## src/rtl/oam_dma_controller.sv

```systemverilog
// OAM DMA engine: a CPU write to the DMA register copies XFER_LEN bytes from
// page {value,8'h00} (echo-RAM pages E0..FF folded down by 8'h20) into OAM.
// Every output except cpu_rdata is a register. Each one is loaded from the
// next-state values, so the strobes line up exactly with the slot counter.
module oam_dma_controller #(
  parameter logic [15:0] DMA_REG_ADDR    = 16'hFF46,
  parameter logic [15:0] OAM_BASE        = 16'hFE00,
  parameter int          XFER_LEN        = 160,
  parameter int          CYCLES_PER_BYTE = 4
) (
  input  logic        clk,
  input  logic        reset,
  input  logic [15:0] cpu_addr,
  input  logic [7:0]  cpu_wdata,
  input  logic        cpu_wr,
  input  logic        cpu_rd,
  output logic [7:0]  cpu_rdata,
  output logic [15:0] src_addr,
  output logic        src_rd,
  input  logic [7:0]  src_rdata,
  output logic [15:0] oam_addr,
  output logic [7:0]  oam_wdata,
  output logic        oam_wr,
  output logic        busy
);

  localparam int CW = (CYCLES_PER_BYTE > 2) ? $clog2(CYCLES_PER_BYTE) : 2;
  localparam logic [CW-1:0] CNT_LAST = CW'(CYCLES_PER_BYTE - 1);
  localparam logic [7:0]    IDX_LAST = 8'(XFER_LEN - 1);

  typedef enum logic [1:0] {
    IDLE  = 2'd0,
    START = 2'd1,
    XFER  = 2'd2
  } state_t;

  // Echo RAM (E000-FDFF) mirrors C000-DDFF, so pages E0 and above fold down by 8'h20.
  function automatic logic [7:0] echo_page(input logic [7:0] value);
    if (value >= 8'hE0) begin
      echo_page = value - 8'h20;
    end else begin
      echo_page = value;
    end
  endfunction

  state_t          state_r, state_s;
  logic [7:0]      dma_reg_r, dma_reg_s;
  logic [7:0]      page_r, page_s;
  logic [7:0]      idx_r, idx_s;
  logic [CW-1:0]   cnt_r, cnt_s;
  logic            trigger_s;
  logic            slot_end_s;
  logic            src_rd_s, oam_wr_s, busy_s;
  logic [15:0]     src_addr_s, oam_addr_s;
  logic [7:0]      oam_wdata_s;

  // Next-state logic: slot sequencing first, then a trigger write overrides everything (restart).
  always_comb begin
    state_s    = state_r;
    dma_reg_s  = dma_reg_r;
    page_s     = page_r;
    idx_s      = idx_r;
    cnt_s      = cnt_r;
    trigger_s  = cpu_wr && (cpu_addr == DMA_REG_ADDR);
    slot_end_s = (cnt_r == CNT_LAST);
    case (state_r)
      IDLE: begin
        cnt_s = CW'(0);
        idx_s = 8'd0;
      end
      START: begin
        if (slot_end_s) begin
          state_s = XFER;
          cnt_s   = CW'(0);
          idx_s   = 8'd0;
        end else begin
          cnt_s = cnt_r + CW'(1);
        end
      end
      XFER: begin
        if (slot_end_s) begin
          cnt_s = CW'(0);
          if (idx_r == IDX_LAST) begin
            state_s = IDLE;
            idx_s   = 8'd0;
          end else begin
            idx_s = idx_r + 8'd1;
          end
        end else begin
          cnt_s = cnt_r + CW'(1);
        end
      end
      default: begin
        state_s = IDLE;
        cnt_s   = CW'(0);
        idx_s   = 8'd0;
      end
    endcase
    if (trigger_s) begin
      state_s   = START;
      cnt_s     = CW'(0);
      idx_s     = 8'd0;
      dma_reg_s = cpu_wdata;
      page_s    = echo_page(cpu_wdata);
    end else begin
      dma_reg_s = dma_reg_r;
    end
  end

  // Output decode from the next state, so each registered strobe is visible during its own slot clock.
  always_comb begin
    src_rd_s    = (state_s == XFER) && (cnt_s == CW'(0));
    oam_wr_s    = (state_s == XFER) && (cnt_s == CW'(2));
    busy_s      = (state_s != IDLE);
    src_addr_s  = src_addr;
    oam_addr_s  = oam_addr;
    oam_wdata_s = oam_wdata;
    if (src_rd_s) begin
      src_addr_s = {page_s, 8'h00} + {8'h00, idx_s};
    end else begin
      src_addr_s = src_addr;
    end
    if (oam_wr_s) begin
      oam_addr_s = OAM_BASE + {8'h00, idx_s};
    end else begin
      oam_addr_s = oam_addr;
    end
    // Source data is valid during the c=1 clock; it is held here and written out at c=2.
    if ((state_r == XFER) && (cnt_r == CW'(1))) begin
      oam_wdata_s = src_rdata;
    end else begin
      oam_wdata_s = oam_wdata;
    end
  end

  // State, bookkeeping and output registers with asynchronous reset.
  always_ff @(posedge clk or posedge reset) begin
    if (reset) begin
      state_r   <= IDLE;
      dma_reg_r <= 8'h00;
      page_r    <= 8'h00;
      idx_r     <= 8'd0;
      cnt_r     <= CW'(0);
      src_rd    <= 1'b0;
      oam_wr    <= 1'b0;
      busy      <= 1'b0;
      src_addr  <= 16'h0000;
      oam_addr  <= 16'h0000;
      oam_wdata <= 8'h00;
    end else begin
      state_r   <= state_s;
      dma_reg_r <= dma_reg_s;
      page_r    <= page_s;
      idx_r     <= idx_s;
      cnt_r     <= cnt_s;
      src_rd    <= src_rd_s;
      oam_wr    <= oam_wr_s;
      busy      <= busy_s;
      src_addr  <= src_addr_s;
      oam_addr  <= oam_addr_s;
      oam_wdata <= oam_wdata_s;
    end
  end

  // Register readback; reads of any other address return zero.
  always_comb begin
    if (cpu_rd && (cpu_addr == DMA_REG_ADDR)) begin
      cpu_rdata = dma_reg_r;
    end else begin
      cpu_rdata = 8'h00;
    end
  end

endmodule

```

## config.mk

```make
export PLATFORM = sky130hd
export DESIGN_NAME = oam_dma_controller
export DESIGN_NICKNAME = d
export VERILOG_FILES = /design/src/rtl/oam_dma_controller.sv
export SDC_FILE = /design/constraint.sdc
export NUM_CORES = 1
export LEC_CHECK = 0
export CORE_ASPECT_RATIO = 0.6
export CORE_MARGIN = 5
export CORE_UTILIZATION = 50
export CTS_CLUSTER_SIZE = 40
export DETAILED_ROUTE_END_ITERATION = 10
export PLACE_DENSITY = 0.84
export SYNTH_ARGS = -nofsm -noshare
export SYNTH_HDL_FRONTEND = slang
export SYNTH_SLANG_ARGS = --single-unit
```

## constraint.sdc

```tcl
create_clock -name clk -period 4.6 [get_ports clk]
set_input_delay 0.69 -clock clk [delete_from_list [all_inputs] [get_ports clk]]
set_output_delay 0.69 -clock clk [all_outputs]
set_load 0.01 [all_outputs]
```

# [After elaboration in Yosys (flattened, before gate mapping)]
# Index checks and enable logic that the tools add are counted.
[totals] regBits=71 word_cells=50 rom_bits=0 ramBits=0 mem_count=0 latch_bits=0 output_inout_bits=51
[op_classes] shift=0 n_reduce_logical=9 n_div=0 muxes=16 eq_ne=8 order_cmp=1 mul=0 addsub=5 n_bitwise=0
[op_table] op="8-bit 2-to-1 mux" n=7
[op_table] op="16-bit by 8-bit adder with 16-bit output" n=1
[op_table] op="16-bit equality test (second input constant)" n=1
[op_table] op="8-bit case mux with 2 select lines" n=1
[op_table] op="2-bit 2-to-1 mux" n=7
[op_table] op="10-bit by 9-bit adder with 11-bit output (first input constant)" n=1
[op_table] op="8-bit by 1-bit adder with 8-bit output (second input constant)" n=1
[op_table] op="2-bit equality test (second input constant)" n=4
[op_table] op="8-bit equality test (second input constant)" n=1
[op_table] op="8-bit greater-or-equal comparator (second input constant)" n=1
[op_table] op="8-bit by 6-bit subtractor with 8-bit output (second input constant)" n=1
[op_table] op="2-bit case mux with 3 select lines" n=1
[op_table] op="1-bit logical AND" n=5
[op_table] op="2-bit by 1-bit equality test with 1-bit output (second input constant)" n=2
[op_table] op="2-bit zero test" n=2
[op_table] op="2-bit by 1-bit adder with 2-bit output (second input constant)" n=1
[op_table] op="2-bit nonzero test" n=1
[op_table] op="2-bit OR reduction" n=1

# [Logic depth before layout (Yosys ltp)]
# Gate-level depths: netlist of run 1.
[logic_depth] ltp_word=7 depth_mapped=8 depth_no_buf=7

# [Worst setup path before layout of run 1]
# Ideal clock, no wire load.
[synth_path] path_kind="reg-to-reg" from="register cnt_r[0]" to="register src_addr[0]" period_less_slack_ps=2687 stages_incl_launch_ff=8 setup_time_ps=125 arrival_time_ps=2562 path_slack_ps=1913 required_time_ps=4475 n_path_buf=1 path_cell_list="dfrtp_1 > ha_1 > nand4_2 > o41a_1 > o311a_4 > a2111oi_4 > buf_6 > mux2_2"
[synth_via] elab_chain_len=6
[synth_lines] element="from (decl)" line_no="50" source="logic [CW-1:0] cnt_r, cnt_s;"
[synth_lines] element="from (signal assigned)" line_no="155" source="cnt_r <= cnt_s;"
[synth_lines] element="2-bit equality test or 2-bit by 1-bit adder with 2-bit output (tied branches)" line_no="65, 77, 90"
[synth_lines] element="2-bit 2-to-1 mux (on tied branches)" line_no="81, 72"
[synth_lines] element="2-bit case mux with 3 select lines or 2-bit 2-to-1 mux (tied branches)"
[synth_lines] element="2-bit 2-to-1 mux" line_no="99" source="if (trigger_s) begin"
[synth_lines] element="2-bit equality test or 2-bit zero test (tied branches)" line_no="112" source="src_rd_s = (state_s == XFER) && (cnt_s == CW'(0));"
[synth_lines] element="1-bit logical AND *" line_no="112"
[synth_lines] element="net src_rd_s" line_no="53" source="logic src_rd_s, oam_wr_s, busy_s;"
[synth_lines] element="to (signal assigned)" line_no="159" source="src_addr <= src_addr_s;"
[synth_lines] element="to (decl)" line_no="18" source="output logic [15:0] src_addr,"
# The timed path passes the listed nets; every way through them passes the cells marked *.
# A chain may end at the register's enable or synchronous reset.

# [Worst setup path in the final report of run 1]
[layout_path] from="input port cpu_addr[2]" to="output port cpu_rdata[3]"
[layout_via] elab_chain_len=3
[layout_lines] element="from (decl)" line_no="13" source="input logic [15:0] cpu_addr,"
[layout_lines] element="16-bit equality test" line_no="167" source="if (cpu_rd && (cpu_addr == DMA_REG_ADDR)) begin"
[layout_lines] element="1-bit logical AND" line_no="167"
[layout_lines] element="8-bit 2-to-1 mux" line_no="167"
[layout_lines] element="to (decl)" line_no="17" source="output logic [7:0] cpu_rdata,"
# No other way between the ends.

==> summary.md, run 1 <==
| Metric | Value |
|---|---|
| Vias in the first global route | `2132` |
| Post-synthesis register bit count | `64` |
| Mux contribution to synthesized area | `15.3%` |
| Sequential area share after synthesis | `54.7%` |
| Main combinational cell family by area after synthesis | `multiplexers` |
| Final hold vios | `0` |
| Placer Congestion | `0.866` |
| Wirelength per Cell | `15.9 µm` |
| Chip width | `109 µm` |
| Max-cap viol count | `0` |
| Asr flop ratio synth | `100%` |
| Total gr overflow | `0` |
| Core ar. | `0.00562 mm²` |
| CP most frequent cell | `clkdlybuf4s50_1` |
| Max-slew violation count | `0` |
| Synth Cell Area | `0.00293 mm²` |
| Crit path kind | `primary input to output port` |
| Fin crit share | `73.6%` |
| Clock sink count | `64` |
| Clock Latency Late Sink | `0.33 ns` |
| Final instance area | `0.00406 mm²` |
| Fmax | `0.295 GHz` |
| Num CTS Buffers | `9` |
| Simple-gate share of the synthesized area | `15.0%` |
| Setup TNS | `0 ns` |
| Slowest CP cell | `clkdlybuf4s50_1` |
| Most common cell after layout, fill and taps aside | `clkdlybuf4s50_1` |
| # IOs | `87` |
| Post-synthesis compound-gate area fraction | `5.77%` |
| Outcome | `complete, no violations` |
| Adder-Cell Fraction of Synth Area | `3.42%` |
| Post-synth EDFFs | `0` |
| Critical path buffers and inverters | `3` |
| Leakage | `1.81 nW` |
| CTS tree | `built` |
| Detailed Route WL | `6540 µm` |
| Worst slew pin tran | `0.895 ns` |
| Skew final | `0.00684 ns` |
| Min-delay worst type | `flop to flop` |
| Commonest cells after routing, fill and taps aside | `clkdlybuf4s50_1 (85), dfrtp_1 (64), mux2_2 (38)` |
| H-tree Lvls | `3` |
| Slew margin rel. | `40.3%` |
| Residual DRC count | `0` |
| RSZ-0062 raised after global routing | `false` |
| Vias | `2126` |
| CTS Hold Bufs | `0` |
| Filler cells | `427` |
| Netlist cell types | `39` |
| Nets | `371` |
| Critical Path Sink Type | `output port` |
| Die Span Y | `69.3 µm` |
| Post-CTS Setup Inserts | `0` |
| Multi-input gate area | `0.00119 mm²` |
| Tot GR Track Use | `17.8%` |
| Top FF cell, synth | `dfrtp_1` |
| Antenna cells | `0` |
| Clock period minus worst slack | `3.39 ns` |
| Initial DRC count | `111` |
| Clk slew on worst S/H paths | `0.06 ns` |
| Resized cells post-CTS | `0` |
| Initial Util | `52.0%` |
| WP data arrival | `2.70 ns` |
| Cell-by-cell trace of the critical path | `clkdlybuf4s50_1 -> nor4bb_1 -> nand2_1 -> nor4_1 -> buf_4 -> and2_1 -> clkdlybuf4s50_1` |
| Top Family by Delay on Critical Path | `buffers and inverters` |
| Die ar. | `0.00753 mm²` |
| Xor-xnor portion of the synthesized cell area | `1.20%` |
| Site Rows | `21` |
| # setup viols final | `0` |
| Share of cells above drive strength 1 | `21.1%` |
| First-pass GRT wire length | `10500 µm` |
| Maximum VDD drop | `0.000281 V` |
| Net count after synthesis | `284` |
| HPWL after DPL | `4940 µm` |
| Initial antenna violation count | `0` |
| Cell count after synthesis | `240` |
| Post-DP Area | `0.00382 mm²` |
| Drt first pass iters | `4` |
| Routed vias/inst | `5.16` |
| Largest net degree at the start of global routing | `45` |
| Cell Pwr Density | `395 mW/mm²` |
| CP Launch Type | `primary input` |
| Clk Tree Root Cell | `clkbuf_8` |
| Register Area | `0.00160 mm²` |
| Yosys warning count | `0` |
| Buffers on Ports | `85` |
| Max incr delay on CP | `0.54 ns` |
| Pwr Total | `1.60 mW` |
| Crit-path max FO | `7` |
| Detail Route Antenna Nets | `0` |
| Synthesis-to-finish area growth | `38.6%` |
| Post-Syn Area per Cell | `12.2 µm²` |
| Clock Path Buffers | `2` |
| CP required | `3.91 ns` |
[synth_stat cells, drive strengths merged, types with 4 or more instances]
master	number	area, µm²
nand2	25	93.8
and2	8	50.1
a21oi	4	20.0
nor3	6	30.0
nor4	4	40.0
mux2	38	428
nand4	7	50.1
buf	8	63.8
inv	13	48.8
nor2	8	30.0
clkbuf	5	18.8
or2	4	25.0
nand4b	5	43.8
ha	8	100
o21ai	5	25.0
dfrtp	64	1600
[path summary, 6_finish.rpt]
kind	end	slack (ns)	start	cells after the start
min in group asynchronous	page_r[5]$_DFF_PP0_	0.89	reset	2
hold reg to reg	dma_reg_r[1]$_DFFE_PP0N_	0.46	dma_reg_r[1]$_DFFE_PP0N_	2
hold / removal	dma_reg_r[1]$_DFFE_PP0N_	0.46	dma_reg_r[1]$_DFFE_PP0N_	2
max in group asynchronous	src_addr[13]$_DFFE_PP0P_	2.91	reset	3
setup / recovery	cpu_rdata[3]	1.21	cpu_addr[2]	7
setup reg to reg	src_addr[8]$_DFFE_PP0P_	1.45	idx_r[0]$_DFF_PP0_	7
[sequential cells by signal (all words and copies together) (netlist names)]
register,count
state_r,2
cnt_r,2
src_rd,1
dma_reg_r,8
oam_wr,1
oam_wdata,8
busy,1
oam_addr,9
src_addr,16
page_r,8
idx_r,8
[logic make-up (layout without fill, tap and decap cells)]
family                     count (synthesis)  in the layout
AOI/OAI and AO/OA                         20             20
xor gates and xnor gates                   4              4
adders and majority gates                  8              8
buffers and inverters                     26            118
DFF                                       64             64
muxes                                     40             40
other                                      1              1
and+or+nand+nor                           77             77
[final cells by class]
class | instances | share of cell area [%]
sequential | 64 | 39.5
multi-input combinational | 150 | 29.4
timing repair buffer | 89 | 21.7
clock buffer | 12 | 3.82
tap | 80 | 2.47
clock inverter | 4 | 1.88
inverter | 13 | 1.20
[power breakdown]
part	switching [mW]	internal, mW
combinational	0.184	0.217
sequential	0.0355	0.626
clock	0.206	0.336
[layer usage]
metal | vias up | wire [µm] | track usage [%]
li1 | 1015 | - | -
met1 | 1023 | 3090 | 24.5
met2 | 82 | 2900 | 27.2
met3 | 6 | 495 | 5.30
met4 | 0 | 59 | 5.60
met5 | - | 0 | 0
[stage by stage]
stage,hold slack (ns),utilization (%),worst slack (ns),instances
2_1_floorplan,0.430,-,1.91,240
3_3_place_gp,0.445,68.0,1.28,396
3_5_place_dp,0.450,68.0,1.25,396
4_1_cts,0.466,72.1,1.25,412
5_1_grt,0.495,72.1,1.09,412
6_report,0.462,72.1,1.21,412
[worst register-to-register path, stage by stage (launching register included)]
cell and delay, ns:
dfrtp_1 0.43, ha_1 0.27, nand4_2 0.16, o41a_1 0.46
o311a_4 0.37, a2111oi_4 0.69, buf_4 0.31, mux2_2 0.35
Power figures use the tool's default switching activity.
==> run 2: changes to the inputs <==
--- a/config.mk
+++ b/config.mk
@@ -7,10 +7,10 @@
 export LEC_CHECK = 0
 export CORE_ASPECT_RATIO = 0.6
 export CORE_MARGIN = 5
-export CORE_UTILIZATION = 50
+export CORE_UTILIZATION = 47
 export CTS_CLUSTER_SIZE = 40
 export DETAILED_ROUTE_END_ITERATION = 10
-export PLACE_DENSITY = 0.84
+export PLACE_DENSITY = 0.8
 export SYNTH_ARGS = -nofsm -noshare
 export SYNTH_HDL_FRONTEND = slang
 export SYNTH_SLANG_ARGS = --single-unit
==> constraint.sdc (replaced) <==
create_clock -name clk -period 3.5 [get_ports clk]
set_input_delay 0.525 -clock clk [delete_from_list [all_inputs] [get_ports clk]]
set_output_delay 0.525 -clock clk [all_outputs]
set_load 0.01 [all_outputs]
==> run 2 against run 1 <==
Effect of this change: clock power increased by 28%; cell count rose by 1.5%; sequential power up 31%; sequential share of layout area is 0.16 points lower; critical path type unchanged.
==> summary.md, run 2 (synthesized netlist as in run 1, its figures left out) <==
| Metric | Value |
|---|---|
| Outcome | `complete, no violations` |
| Share of cells above drive strength 1 | `21.6% (+0.47 points)` |
| Fin crit share | `85.2%` |
| R2r setup slk | `0.75 ns (-0.70 ns)` |
| WL met3 | `486 µm (-1.8%)` |
| Detailed Route WL | `6480 µm (-0.93%)` |
| DRT met1 WL | `2880 µm (-6.9%)` |
| Most common cell after layout, fill and taps aside | `clkdlybuf4s50_1` |
| Clock Path Buffers | `2 (unchanged)` |
| Core ar. | `0.00608 mm² (+8.2%)` |
| Setup TNS | `0 ns (unchanged)` |
| Critical Path Sink Type | `output port` |
| Number of stages on the worst setup path | `7 (unchanged)` |
| Vias in the first global route | `2197 (+3.0%)` |
| Worst setup startpoint | `cpu_addr[2]` |
| Nets | `374 (+0.81%)` |
| CP most frequent cell | `clkdlybuf4s50_1` |
| Fmax | `0.335 GHz` |
| Max-cap viol count | `0 (unchanged)` |
| Largest regs | `src_addr x16, oam_addr x9` |
| Commonest cells after routing, fill and taps aside | `clkdlybuf4s50_1 (85), dfrtp_1 (64), mux2_2 (38)` |
| Slowest CP cell | `clkdlybuf4s50_1` |
| Buffers on Ports | `85 (unchanged)` |
| Clk Tree Root Cell | `clkbuf_8` |
| Die ar. | `0.00796 mm² (+5.6%)` |
| RSZ-0062 raised after global routing | `false` |
| Vias | `2156 (+1.4%)` |
| Critical path buffers and inverters | `3 (unchanged)` |
| Max-slew violation count | `0 (unchanged)` |
| Clock period minus worst slack | `2.98 ns` |
| Clock Latency Late Sink | `0.34 ns (about the same)` |
| # IOs | `87 (unchanged)` |
| Antenna cells | `0 (unchanged)` |
| Slew margin rel. | `38.2% (-2.0 points)` |
| Detail Route Antenna Nets | `0 (unchanged)` |
| Residual DRC count | `0 (unchanged)` |
| Clock sink count | `64 (unchanged)` |
| Largest net degree at the start of global routing | `47 (+4.4%)` |
| Most flop-heavy register | `src_addr` |
| HPWL after DPL | `4910 µm (-0.51%)` |
| CP Launch Type | `primary input` |
| CP required | `2.97 ns (-0.94 ns)` |
| Worst slew pin tran | `0.925 ns (+0.0306 ns)` |
| Min-delay worst type | `flop to flop` |
| Total gr overflow | `0 (unchanged)` |
| Cell count of the worst reg-to-reg path | `7 (unchanged)` |
| Synthesis-to-finish area growth | `39.2%` |
| RR Startpoint | `idx_r[0]$_DFF_PP0_` |
| # setup viols final | `0 (unchanged)` |
| Crit-path max FO | `7 (unchanged)` |
| Die Span Y | `71.1 µm (+2.7%)` |
| Drt first pass iters | `4 (unchanged)` |
| Wirelength per Cell | `15.5 µm (-2.4%)` |
| Top Family by Delay on Critical Path | `buffers and inverters` |
| Reg2reg end | `src_addr[9]$_DFFE_PP0P_` |
| Resized cells post-CTS | `0 (unchanged)` |
| H-tree Lvls | `3 (unchanged)` |
| Tot GR Track Use | `17.1% (-0.71 points)` |
| Initial DRC count | `54 (-51%)` |
| Metal2 WL | `3080 µm (+6.3%)` |
| Post-CTS Setup Inserts | `0 (unchanged)` |
| WP data arrival | `2.46 ns (-0.24 ns)` |
| Clk slew on worst S/H paths | `0.06 ns (about the same)` |
| Max incr delay on CP | `0.56 ns (+0.02 ns)` |
| Site Rows | `22 (+4.8%)` |
| CTS Hold Bufs | `0 (unchanged)` |
| Num CTS Buffers | `9 (unchanged)` |
| Final hold slack | `0.467 ns (+0.00421 ns)` |
| Final hold vios | `0 (unchanged)` |
| Crit path capture | `cpu_rdata[1]` |
| Routed vias/inst | `5.16 (about the same)` |
| Initial Util | `48.1% (-3.9 points)` |
| Max layer used | `met4` |
| Cell Pwr Density | `513 mW/mm² (+30%)` |
| Crit path kind | `primary input to output port` |
| CTS tree | `built` |
| Skew final | `0.00511 ns (-0.00173 ns)` |
| First-pass GRT wire length | `10700 µm (+1.8%)` |
| Cell-by-cell trace of the critical path | `clkdlybuf4s50_1 -> nor4bb_1 -> nand2_1 -> nor4_1 -> buf_4 -> and2_1 -> clkdlybuf4s50_1` |
| Placer Congestion | `0.839 (-3.1%)` |
| Chip width | `112 µm (+2.9%)` |
| Initial antenna violation count | `0 (unchanged)` |
| Max FFs per register | `16 (unchanged)` |
| Leakage | `1.83 nW (+0.85%)` |
| Maximum VDD drop | `0.000372 V (+33%)` |
[run 2: cell types whose count changed in the layout (fill, tap and decap cells not counted), sizes merged]
| cell | previous run | this run |
|---|---|---|
| buf | 4 | 7 |
| clkinvlp | 1 | 0 |
[run 2: cell type report]
class	instances	area, µm²
Fill cell	471	2010
Sequential cell	64	1600
Multi-Input combinational cell	150	1190
Timing Repair Buffer	92	903
Clock buffer	12	155
Tap cell	84	105
Clock inverter	3	65.1
Inverter	13	48.8
[run 2: through the flow]
stage	power, mW	std cells	area, µm²	utilization (%)	setup slack, ns
floorplan	1.15	240	2930	-	0.813
global placement	1.39	403	3850	63.3	0.552
detailed placement	1.41	403	3850	63.3	0.493
CTS	2.11	418	4070	66.9	0.517
global route	2.19	418	4070	66.9	0.396
finish	2.09	418	4070	66.9	0.517
[run 2: how the worst min path moves through the flow]
stage | slack, ns | to | cells after the start | startpoint
after floorplan | 0.43 | dma_reg_r[1]$_DFFE_PP0N_ | 2 | dma_reg_r[1]$_DFFE_PP0N_
after global placement | 0.45 | dma_reg_r[1]$_DFFE_PP0N_ | 2 | dma_reg_r[1]$_DFFE_PP0N_
after detailed placement | 0.45 | dma_reg_r[1]$_DFFE_PP0N_ | 2 | dma_reg_r[1]$_DFFE_PP0N_
after CTS | 0.47 | dma_reg_r[1]$_DFFE_PP0N_ | 2 | dma_reg_r[1]$_DFFE_PP0N_
after global routing | 0.49 | dma_reg_r[3]$_DFFE_PP0N_ | 2 | dma_reg_r[3]$_DFFE_PP0N_
final | 0.47 | dma_reg_r[0]$_DFFE_PP0N_ | 2 | dma_reg_r[0]$_DFFE_PP0N_
[run 2: tightest hold or removal path, cell delays in order (launching register included)]
cell and delay (ns):
dfrtp_1 0.34, nand2_1 0.05, nand2_1 0.05
[run 2: metal layers]
| layer | GRT usage (%) | vias to the layer above |
|---|---|---|
| li1 | - | 1015 |
| met1 | 21.0 | 1067 |
| met3 | 8.29 | 4 |
| met2 | 26.9 | 70 |
| met4 | 5.26 | 0 |
| met5 | 0 | - |
[run 2: power breakdown]
| group | switching [mW] | internal [mW] | leakage (nW) |
|---|---|---|---|
| sequential | 0.0464 | 0.823 | 0.865 |
| clock | 0.260 | 0.435 | 0.112 |
| combinational | 0.239 | 0.285 | 0.851 |
